`src/rtl/otsu_pkg.sv`:
```
// rtl/otsu_pkg.sv - shared lane count, fetch-state encoding and default base addresses
package otsu_pkg;

  localparam int NUM_LANES = 4;

  typedef enum logic [1:0] {
    IDLE  = 2'd0,
    FETCH = 2'd1,
    DRAIN = 2'd2,
    DONE  = 2'd3
  } fetch_state_t;

  localparam logic [31:0] DEFAULT_FETCH_BASE_ADDR     = 32'h0000_0000;
  localparam logic [31:0] DEFAULT_WRITEBACK_BASE_ADDR = 32'h0001_0000;

endpackage

```
`src/rtl/lane_fifo.sv`:
```
// rtl/lane_fifo.sv - synchronous show-ahead FIFO feeding one processing lane
// Ports:
//   clk, reset         rising-edge clock, synchronous active-high reset (flushes)
//   wr_en, wr_data     push; ignored when full unless the same cycle also pops
//   rd_en              pop head; ignored when empty
//   rd_data            head entry, zero while empty
//   empty, full, count occupancy status
module lane_fifo #(
  parameter int DEPTH = 16,
  parameter int WIDTH = 8
) (
  input  logic                         clk,
  input  logic                         reset,
  input  logic                         wr_en,
  input  logic [WIDTH-1:0]             wr_data,
  input  logic                         rd_en,
  output logic [WIDTH-1:0]             rd_data,
  output logic                         empty,
  output logic                         full,
  output logic [$clog2(DEPTH+1)-1:0]   count
);

  localparam int PTR_W = (DEPTH > 1) ? $clog2(DEPTH) : 1;
  localparam int CNT_W = $clog2(DEPTH+1);

  logic [WIDTH-1:0] mem [DEPTH];
  logic [PTR_W-1:0] wr_ptr;
  logic [PTR_W-1:0] rd_ptr;
  logic             push;
  logic             pop;

  assign empty   = (count == '0);
  assign full    = (count == CNT_W'(DEPTH));
  assign pop     = rd_en && !empty;
  assign push    = wr_en && (!full || pop);
  assign rd_data = empty ? '0 : mem[rd_ptr];

  // Storage carries no reset; rd_data is gated by empty instead.
  always_ff @(posedge clk) begin
    if (push) mem[wr_ptr] <= wr_data;
  end

  // DEPTH is a power of two, so the pointers wrap on their own.
  always_ff @(posedge clk) begin
    if (reset) begin
      wr_ptr <= '0;
      rd_ptr <= '0;
      count  <= '0;
    end else begin
      if (push) wr_ptr <= wr_ptr + 1'b1;
      if (pop)  rd_ptr <= rd_ptr + 1'b1;
      case ({push, pop})
        2'b10:   count <= count + 1'b1;
        2'b01:   count <= count - 1'b1;
        default: count <= count;
      endcase
    end
  end

endmodule

```
`src/rtl/image_fetch_distributor.sv`:
```
// rtl/image_fetch_distributor.sv - streams an image from byte memory round-robin into four lane FIFOs
// Ports:
//   clk, reset                  rising-edge clock, synchronous active-high reset
//   start                       begin a fetch; honoured in IDLE or DONE only
//   done                        high in DONE
//   mem_addr, mem_en, mem_rw    byte read port (mem_rw tied low)
//   mem_data_in                 read data, one cycle after mem_en
//   fifo_data_k, fifo_empty_k   head pixel and empty flag of lane k
//   fifo_rd_en_k                pop lane k
module image_fetch_distributor
  import otsu_pkg::*;
#(
  parameter int          IMAGE_WIDTH  = 64,
  parameter int          IMAGE_HEIGHT = 64,
  parameter logic [31:0] BASE_ADDR    = DEFAULT_FETCH_BASE_ADDR,
  parameter int          FIFO_DEPTH   = 16
) (
  input  logic        clk,
  input  logic        reset,
  input  logic        start,
  output logic        done,
  input  logic [7:0]  mem_data_in,
  output logic [31:0] mem_addr,
  output logic        mem_en,
  output logic        mem_rw,
  output logic [7:0]  fifo_data_0,
  output logic [7:0]  fifo_data_1,
  output logic [7:0]  fifo_data_2,
  output logic [7:0]  fifo_data_3,
  output logic        fifo_empty_0,
  output logic        fifo_empty_1,
  output logic        fifo_empty_2,
  output logic        fifo_empty_3,
  input  logic        fifo_rd_en_0,
  input  logic        fifo_rd_en_1,
  input  logic        fifo_rd_en_2,
  input  logic        fifo_rd_en_3
);

  localparam int TOTAL_PIXELS = IMAGE_WIDTH * IMAGE_HEIGHT;
  localparam int CNT_W        = $clog2(TOTAL_PIXELS + 1);
  localparam int FIFO_CNT_W   = $clog2(FIFO_DEPTH + 1);

  fetch_state_t           state;
  logic [CNT_W-1:0]       issue_cnt;
  logic [CNT_W-1:0]       write_cnt;
  logic [1:0]             issue_lane;
  logic [1:0]             inflight_lane;
  logic                   inflight_valid;

  logic [NUM_LANES-1:0]   rd_en_vec;
  logic [NUM_LANES-1:0]   pop_vec;
  logic [NUM_LANES-1:0]   wr_en_vec;
  logic [NUM_LANES-1:0]   empty_vec;
  logic [NUM_LANES-1:0]   full_vec;
  logic [7:0]             rd_data_arr [NUM_LANES];
  logic [FIFO_CNT_W-1:0]  count_arr   [NUM_LANES];

  logic                   issue;
  logic                   last_issue;
  logic                   all_drained;

  assign rd_en_vec = {fifo_rd_en_3, fifo_rd_en_2, fifo_rd_en_1, fifo_rd_en_0};
  assign pop_vec   = rd_en_vec & ~empty_vec;

  // A full lane still accepts an issue when it is popped this cycle: the
  // byte lands a cycle later, after the pop has freed the slot.
  assign issue      = (state == FETCH) && (!full_vec[issue_lane] || pop_vec[issue_lane]);
  assign last_issue = issue && (issue_cnt == CNT_W'(TOTAL_PIXELS - 1));

  assign mem_en   = issue;
  assign mem_rw   = 1'b0;
  assign mem_addr = BASE_ADDR + 32'(issue_cnt);
  assign done     = (state == DONE);

  always_comb begin
    wr_en_vec = '0;
    if (inflight_valid) wr_en_vec[inflight_lane] = 1'b1;
  end

  always_comb begin
    all_drained = (write_cnt == CNT_W'(TOTAL_PIXELS));
    for (int k = 0; k < NUM_LANES; k++) begin
      if (count_arr[k] != '0) all_drained = 1'b0;
    end
  end

  always_ff @(posedge clk) begin
    if (reset) begin
      state          <= IDLE;
      issue_cnt      <= '0;
      write_cnt      <= '0;
      issue_lane     <= '0;
      inflight_lane  <= '0;
      inflight_valid <= 1'b0;
    end else begin
      inflight_valid <= issue;
      if (issue) begin
        inflight_lane <= issue_lane;
        issue_cnt     <= issue_cnt + 1'b1;
        issue_lane    <= issue_lane + 1'b1;
      end
      if (inflight_valid) write_cnt <= write_cnt + 1'b1;

      case (state)
        IDLE, DONE: begin
          if (start) begin
            state      <= FETCH;
            issue_cnt  <= '0;
            write_cnt  <= '0;
            issue_lane <= '0;
          end
        end
        FETCH:   if (last_issue)  state <= DRAIN;
        DRAIN:   if (all_drained) state <= DONE;
        default: state <= IDLE;
      endcase
    end
  end

  for (genvar k = 0; k < NUM_LANES; k++) begin : g_lane
    lane_fifo #(
      .DEPTH (FIFO_DEPTH),
      .WIDTH (8)
    ) u_fifo (
      .clk     (clk),
      .reset   (reset),
      .wr_en   (wr_en_vec[k]),
      .wr_data (mem_data_in),
      .rd_en   (rd_en_vec[k]),
      .rd_data (rd_data_arr[k]),
      .empty   (empty_vec[k]),
      .full    (full_vec[k]),
      .count   (count_arr[k])
    );
  end

  assign fifo_data_0  = rd_data_arr[0];
  assign fifo_data_1  = rd_data_arr[1];
  assign fifo_data_2  = rd_data_arr[2];
  assign fifo_data_3  = rd_data_arr[3];
  assign fifo_empty_0 = empty_vec[0];
  assign fifo_empty_1 = empty_vec[1];
  assign fifo_empty_2 = empty_vec[2];
  assign fifo_empty_3 = empty_vec[3];

endmodule

```
`config.mk`:
```
export PLATFORM = sky130hd
export DESIGN_NAME = image_fetch_distributor
export DESIGN_NICKNAME = d
export VERILOG_FILES = /design/src/rtl/otsu_pkg.sv /design/src/rtl/lane_fifo.sv /design/src/rtl/image_fetch_distributor.sv
export SDC_FILE = /design/constraint.sdc
export NUM_CORES = 1
export LEC_CHECK = 0
export ABC_AREA = 1
export CORE_ASPECT_RATIO = 0.7
export CORE_MARGIN = 4
export CORE_UTILIZATION = 55
export CTS_CLUSTER_SIZE = 25
export DETAILED_ROUTE_END_ITERATION = 16
export GPL_ROUTABILITY_DRIVEN = 0
export GPL_TIMING_DRIVEN = 0
export PLACE_DENSITY_LB_ADDON = 0.2
export SYNTH_ARGS = -nofsm -noshare
export SYNTH_HDL_FRONTEND = slang
export SYNTH_SLANG_ARGS = --single-unit
```
`constraint.sdc`:
```
create_clock -name clk -period 2.5 [get_ports clk]
set_input_delay 0.375 -clock clk [delete_from_list [all_inputs] [get_ports clk]]
set_output_delay 0.375 -clock clk [all_outputs]
set_load 0.02 [all_outputs]
```
* Word-level counts from Yosys, hierarchy flattened *
Memory sizes are Yosys's and may differ from the RTL's. A register that Yosys moved wholly into a read port is not among the register bits.
Index checks and enable logic that the tools add are counted.

cells by class
  multiplexer cells = 48
  bitwise logic cells = 2
  equal/unequal tests = 20
  add/sub/neg operators = 19
  order comparisons = 3
  reductions and logical operators = 40

operators by type and width
  kind                                                        count
  two-way mux 13 bit                                          6
  case mux 5 bit (2 select lines)                             4
  two-way mux 4 bit                                           9
  adder 4 x 1 -> 4 bit, second input constant                 8
  two-way mux 8 bit                                           4
  adder 13 x 1 -> 13 bit, second input constant               2
  adder 5 x 1 -> 5 bit, second input constant                 4
  equality test 5 bit, second input constant                  4
  zero test 5 bit                                             4
  nonzero test 5 bit                                          4
  subtractor 5 x 1 -> 5 bit, second input constant            4
  two-way mux 1 bit                                           15
  equality test 13 x 12 -> 1 bit, second input constant       1
  equality test 13 bit, second input constant                 1
  equality test 2 bit, second input constant                  6
  two-way mux 2 bit                                           6
  logical AND 1 bit                                           11
  equality test 2 x 1 -> 1 bit, second input constant         5
  zero test 1 bit                                             9
  nonzero test 2 bit                                          4
  less-than comparator 2 x 3 -> 1 bit, second input constant  2
  != test 2 bit, second input constant                        3
  case mux 2 bit (3 select lines)                             1
  logical OR 1 bit                                            5
  other kinds (9)                                             10

storage, ports and cells
  RAM bits = 512
  word-level logic and storage cells = 154
  output and inout bits = 71
  memories kept = 4
  register bits = 85
  input port bits = 15

memories
  memory                words  width  read ports  clocked after Yosys merged registers in  write ports  line             source
  g_lane[0].u_fifo.mem  16     8      1           1                                        1            lane_fifo.sv:26  logic [WIDTH-1:0] mem [DEPTH];
  g_lane[1].u_fifo.mem  16     8      1           1                                        1            lane_fifo.sv:26
  g_lane[2].u_fifo.mem  16     8      1           1                                        1            lane_fifo.sv:26
  g_lane[3].u_fifo.mem  16     8      1           1                                        1            lane_fifo.sv:26

* Longest topological paths before layout *
  depth in word-level cells = 10
  gate-level depth with buffers = 16
  depth with buffers taken out = 16

* Modules after synthesis *
Synthesis repeated with hierarchy kept, for this count alone.

unflattened totals
  cells, all modules = 2537
  area total of the unflattened synthesis = 26746.9 um2

by module, submodules not included
  module                            seq. area each (um2)  cells an instance  instances  area an instance (um2)
  lane_fifo (g_lane[0].u_fifo ...)  4184.0                552                2          6148.4
  lane_fifo (g_lane[2].u_fifo)      4184.0                554                1          6165.9
  lane_fifo (g_lane[3].u_fifo)      4184.0                551                1          6090.8
  image_fetch_distributor           660.6                 328                1          2193.4

* Worst setup path after synthesis *
No wires, ideal clock.

  path kind = reg-to-reg
  start point = register inflight_valid
  end point = register g_lane[1].u_fifo.count[4]
  data arrival time = 2.277 ns
  cell stages (with the launch flop) = 14
  buffers on the path = 0
  data required time = 2.430 ns
  clock period less this slack = 2.348 ns
  setup time = 0.070 ns
  slack = 0.152 ns
  path through = dfxtp_1 -> inv_2 -> nor4_4 -> inv_1 -> ha_1 -> xor2_1 -> ha_1 -> a21o_1 -> nand2_1 -> nand2_1 -> a21oi_1 -> xor2_1 -> nand2_1 -> a21oi_1

on the way
  cells in the longest elaborated chain, start to end = 4
  elaborated cells between the ends (all ways) = 6
  those cells by class = 2 x eq/ne; 2 x mux; 2 x reduce/logical

RTL lines
  element                                                                line                           source
  from (decl)                                                            image_fetch_distributor.sv:49  logic inflight_valid;
  from (signal assigned)                                                 image_fetch_distributor.sv:97  inflight_valid <= issue;
  two-way mux 4 bit *                                                    image_fetch_distributor.sv:78  if (inflight_valid) wr_en_vec[inflight_lane] = 1'b1;
  logical AND 1 bit *                                                    lane_fifo.sv:35                assign push = wr_en && (!full || pop);
  equality test 2 x 1 -> 1 bit or equality test 2 bit (tied branches)    lane_fifo.sv:52                case ({push, pop})
  case mux 5 bit (2 select lines) or nonzero test 2 bit (tied branches)  n/a
  to (signal assigned)                                                   lane_fifo.sv:53                2'b10: count <= count + 1'b1;
  to (signal assigned)                                                   lane_fifo.sv:54                2'b01: count <= count - 1'b1;
  to (signal assigned)                                                   lane_fifo.sv:55                default: count <= count;
  to (decl)                                                              lane_fifo.sv:20                output logic [$clog2(DEPTH+1)-1:0] count

Every way passes the cells marked *; elsewhere a longest branch is shown, timed or not.
A chain may end at the register's enable or synchronous reset.

==> impl_metrics.env <==
export IMPL_outcome="finished, violations left"
export IMPL_violations="setup timing"
export IMPL_hold_violations=0
export IMPL_synthDistinctLibCells=43
export IMPL_stdcell_area_sq_mm=0.0317
export IMPL_grt_ovfl_total=0
export IMPL_dp_cells=2860
export IMPL_required_ps=2120
export IMPL_synth_top_cell_area_share_pct=61.0
export IMPL_critPathKind="flop to output pin"
export IMPL_worstMarginPinSlew_ps=959
export IMPL_fmax_mhz=384
export IMPL_layout_drive_gt1_share_pct=24.0
export IMPL_end_kind="output pin"
export IMPL_ant_nets=0
export IMPL_yosys_warnings=0
export IMPL_io_buffers=64
export IMPL_clk_latency_ps=600
export IMPL_die_area_sq_mm=0.0494
export IMPL_vias_per_cell=6.17
export IMPL_cpMostUsedCell="buf_12"
export IMPL_ioPinCount=86
export IMPL_synth_area_sq_mm=0.0252
export IMPL_slew_violations=0
export IMPL_hold_path_class="input port to flop"
export IMPL_finalClockSkew_ps=20.4
export IMPL_path_max_fanout=8
export IMPL_setup_viol=23
export IMPL_synthTopCellsByArea="edfxtp_1 (61%), dfxtp_1 (8.0%), nor2_1 (6.6%)"
export IMPL_dpl_cell_area_sq_mm=0.0268
export IMPL_path_cells="buf_12 -> clkinv_16 -> buf_12 -> buf_16 -> nor2_1 -> o221ai_1 -> nand3_1 -> a21oi_2 -> buf_4"
export IMPL_period_share_pct=104
export IMPL_numCtsBuffers=56
export IMPL_clkSlewWorstSetupHoldPaths_ps=60
export IMPL_clockRootBuffer="clkbuf_16"
export IMPL_clock_path_buffers=3
export IMPL_ys_ff_latch=613
export IMPL_relSlewSlack_pct=35.9
export IMPL_slowest_delay_ps=360
export IMPL_grt_total_usage_pct=26.2
export IMPL_whs_ps=258
export IMPL_cts_num_sinks=613
export IMPL_cts_tree="yes"
export IMPL_htreeDepth=2
export IMPL_start_kind="flop"
export IMPL_initial_core_util_pct=55.9
export IMPL_area_growth_pct=25.6
export IMPL_wl_um=70800
export IMPL_drc_errors=0
export IMPL_leakage_nw=10.8
export IMPL_n_fill_cell=3067
export IMPL_multi_input_area_sq_mm=0.00809
export IMPL_mostFrequentLayoutCell="edfxtp_1"
export IMPL_pre_cts_ws_ps=-609
export IMPL_final_cells=3032
export IMPL_die_w_um=264
export IMPL_antenna_found_initial=1
export IMPL_final_cell_mix="edfxtp_1 (512), nor2_1 (398), o21ai_0 (220)"
export IMPL_critical_path_top_delay_family="buffers and inverters"
export IMPL_cp_arrival_ps=2230
export IMPL_core_area_sq_mm=0.0451
export IMPL_num_vias=18700
export IMPL_avgSynthCellArea_sq_um=11.6
export IMPL_synth_seq_area_share_pct=69.0
export IMPL_seq_area_sq_mm=0.0175
export IMPL_vdd_drop_max_mv=0.583
export IMPL_path_buf_inv=5
export IMPL_num_antenna_cells=0
export IMPL_rows=65
export IMPL_yosys_area_top_type="edfxtp_1"
export IMPL_post_route_worst_setup_slack_ps=-107
export IMPL_postCtsHoldBufs=0
export IMPL_power_density_mw_per_mm2=1070
export IMPL_grt_max_degree=47
export IMPL_grt_pass1_vias=17800
export IMPL_synth_cells=2166
export IMPL_final_min_clock_period_ps=2610
export IMPL_final_core_util_pct=70.1
export IMPL_nets=2439
export IMPL_maxCapViolations=0
export IMPL_rsz0062_at_grt="yes"
export IMPL_wl_per_cell_um=23.3
export IMPL_grt_pass1_wl_um=102000
export IMPL_die_h_um=187
export IMPL_hpwl_um=41900
export IMPL_first_iter_violations=2520
export IMPL_drtPass1Iterations=6
export IMPL_cp_slowest_cell="dfxtp_4"
==> worst reg2reg max path, stage by stage (launching register included) <==
cell,delay [ps]
dfxtp_1,460
nor2_4,80
nand3_2,100
nand4_1,200
buf_4,230
inv_1,100
nand2_1,140
nor2_1,750
==> Yosys cell counts, drive strengths merged <==
cell and instances:
a211oi 1, a21o 2, a21oi 93, a31o 1
a31oi 1, buf 41, clkbuf 79, clkinv 9
conb 1, dfxtp 101, edfxtp 512, fa 1
ha 41, inv 100, nand2 137, nand3 87
nand3b 2, nand4 12, nor2 448, nor3 8
nor3b 2, nor4 3, o211ai 2, o21a 2
o21ai 317, o221a 1, o221ai 98, o22ai 32
or2 4, xnor2 6, xor2 22
==> registers in the layout, summed over array words and instances (netlist names), named ones only <==
name	count
g_lane.u_fifo.mem	512
g_lane.u_fifo.count	20
g_lane.u_fifo.rd_ptr	16
g_lane.u_fifo.wr_ptr	16
issue_cnt	13
write_cnt	13
inflight_lane	2
issue_lane	2
state	2
inflight_valid	1
==> per-layer routing <==
metal | wire [um] | global-route usage [%] | up-vias
li1 | - | - | 8258
met3 | 7770 | 6.14 | 132
met1 | 29800 | 39.7 | 9169
met2 | 31800 | 38.6 | 1157
met5 | 11 | 0 | -
met4 | 1400 | 6.52 | 2
==> what timing repair did <==
item	CTS	global route
pin swaps	72	147
gates resized for setup	551	378
hold endpoints to repair	0	0
endpoints found under the setup margin	67	146
gates cloned	13	20
setup buffers	18	23
==> worst paths after layout <==
kind	startpoint	endpoint	slack (ps)	depth (start not counted)
hold / removal	mem_data_in[5]	g_lane[2].u_fifo.mem[0][5]	260	1
hold reg to reg	g_lane[1].u_fifo.count[0]	g_lane[1].u_fifo.count[0]	460	1
setup / recovery	flop	fifo_data_3[0]	-110	9
setup reg to reg	g_lane[2].u_fifo.count[0]	g_lane[2].u_fifo.mem[12][7]	60	7
==> area by class of cell <==
class	instances	share of cell area [%]
Timing Repair inverter	6	0.249
Tap cell	603	2.38
Clock buffer	88	5.12
Clock inverter	17	0.383
Sequential cell	613	55.2
Buffer	116	4.21
Timing Repair Buffer	137	5.30
Multi-Input combinational cell	1343	25.6
Inverter	109	1.65
==> power breakdown <==
part	switching, mW	total, mW	internal [mW]
clock	3.69	8.24	4.55
sequential	0.512	12.0	11.5
combinational	8.13	13.8	5.64
==> cell families after synthesis <==
logic type                 count (synthesis)  share of synthesized area (%)
and+or+nand+nor                          703                           11.4
xor gates and xnor gates                  28                          0.973
adders and majority gates                 42                           2.11
other                                      1                         0.0149
AOI/OAI and AO/OA                        550                           12.7
buffers and inverters                    229                           3.84
DFF                                      613                           69.0
==> stage by stage <==
step | TNS, ps | power [mW]
after floorplan | 0 | 17.7
after global placement | -490670 | 21.0
after detailed placement | -112040 | 21.3
after CTS | -861 | 31.3
after global routing | -3180 | 35.4
final | -1030 | 34.0
Power figures use the tool's default switching activity.
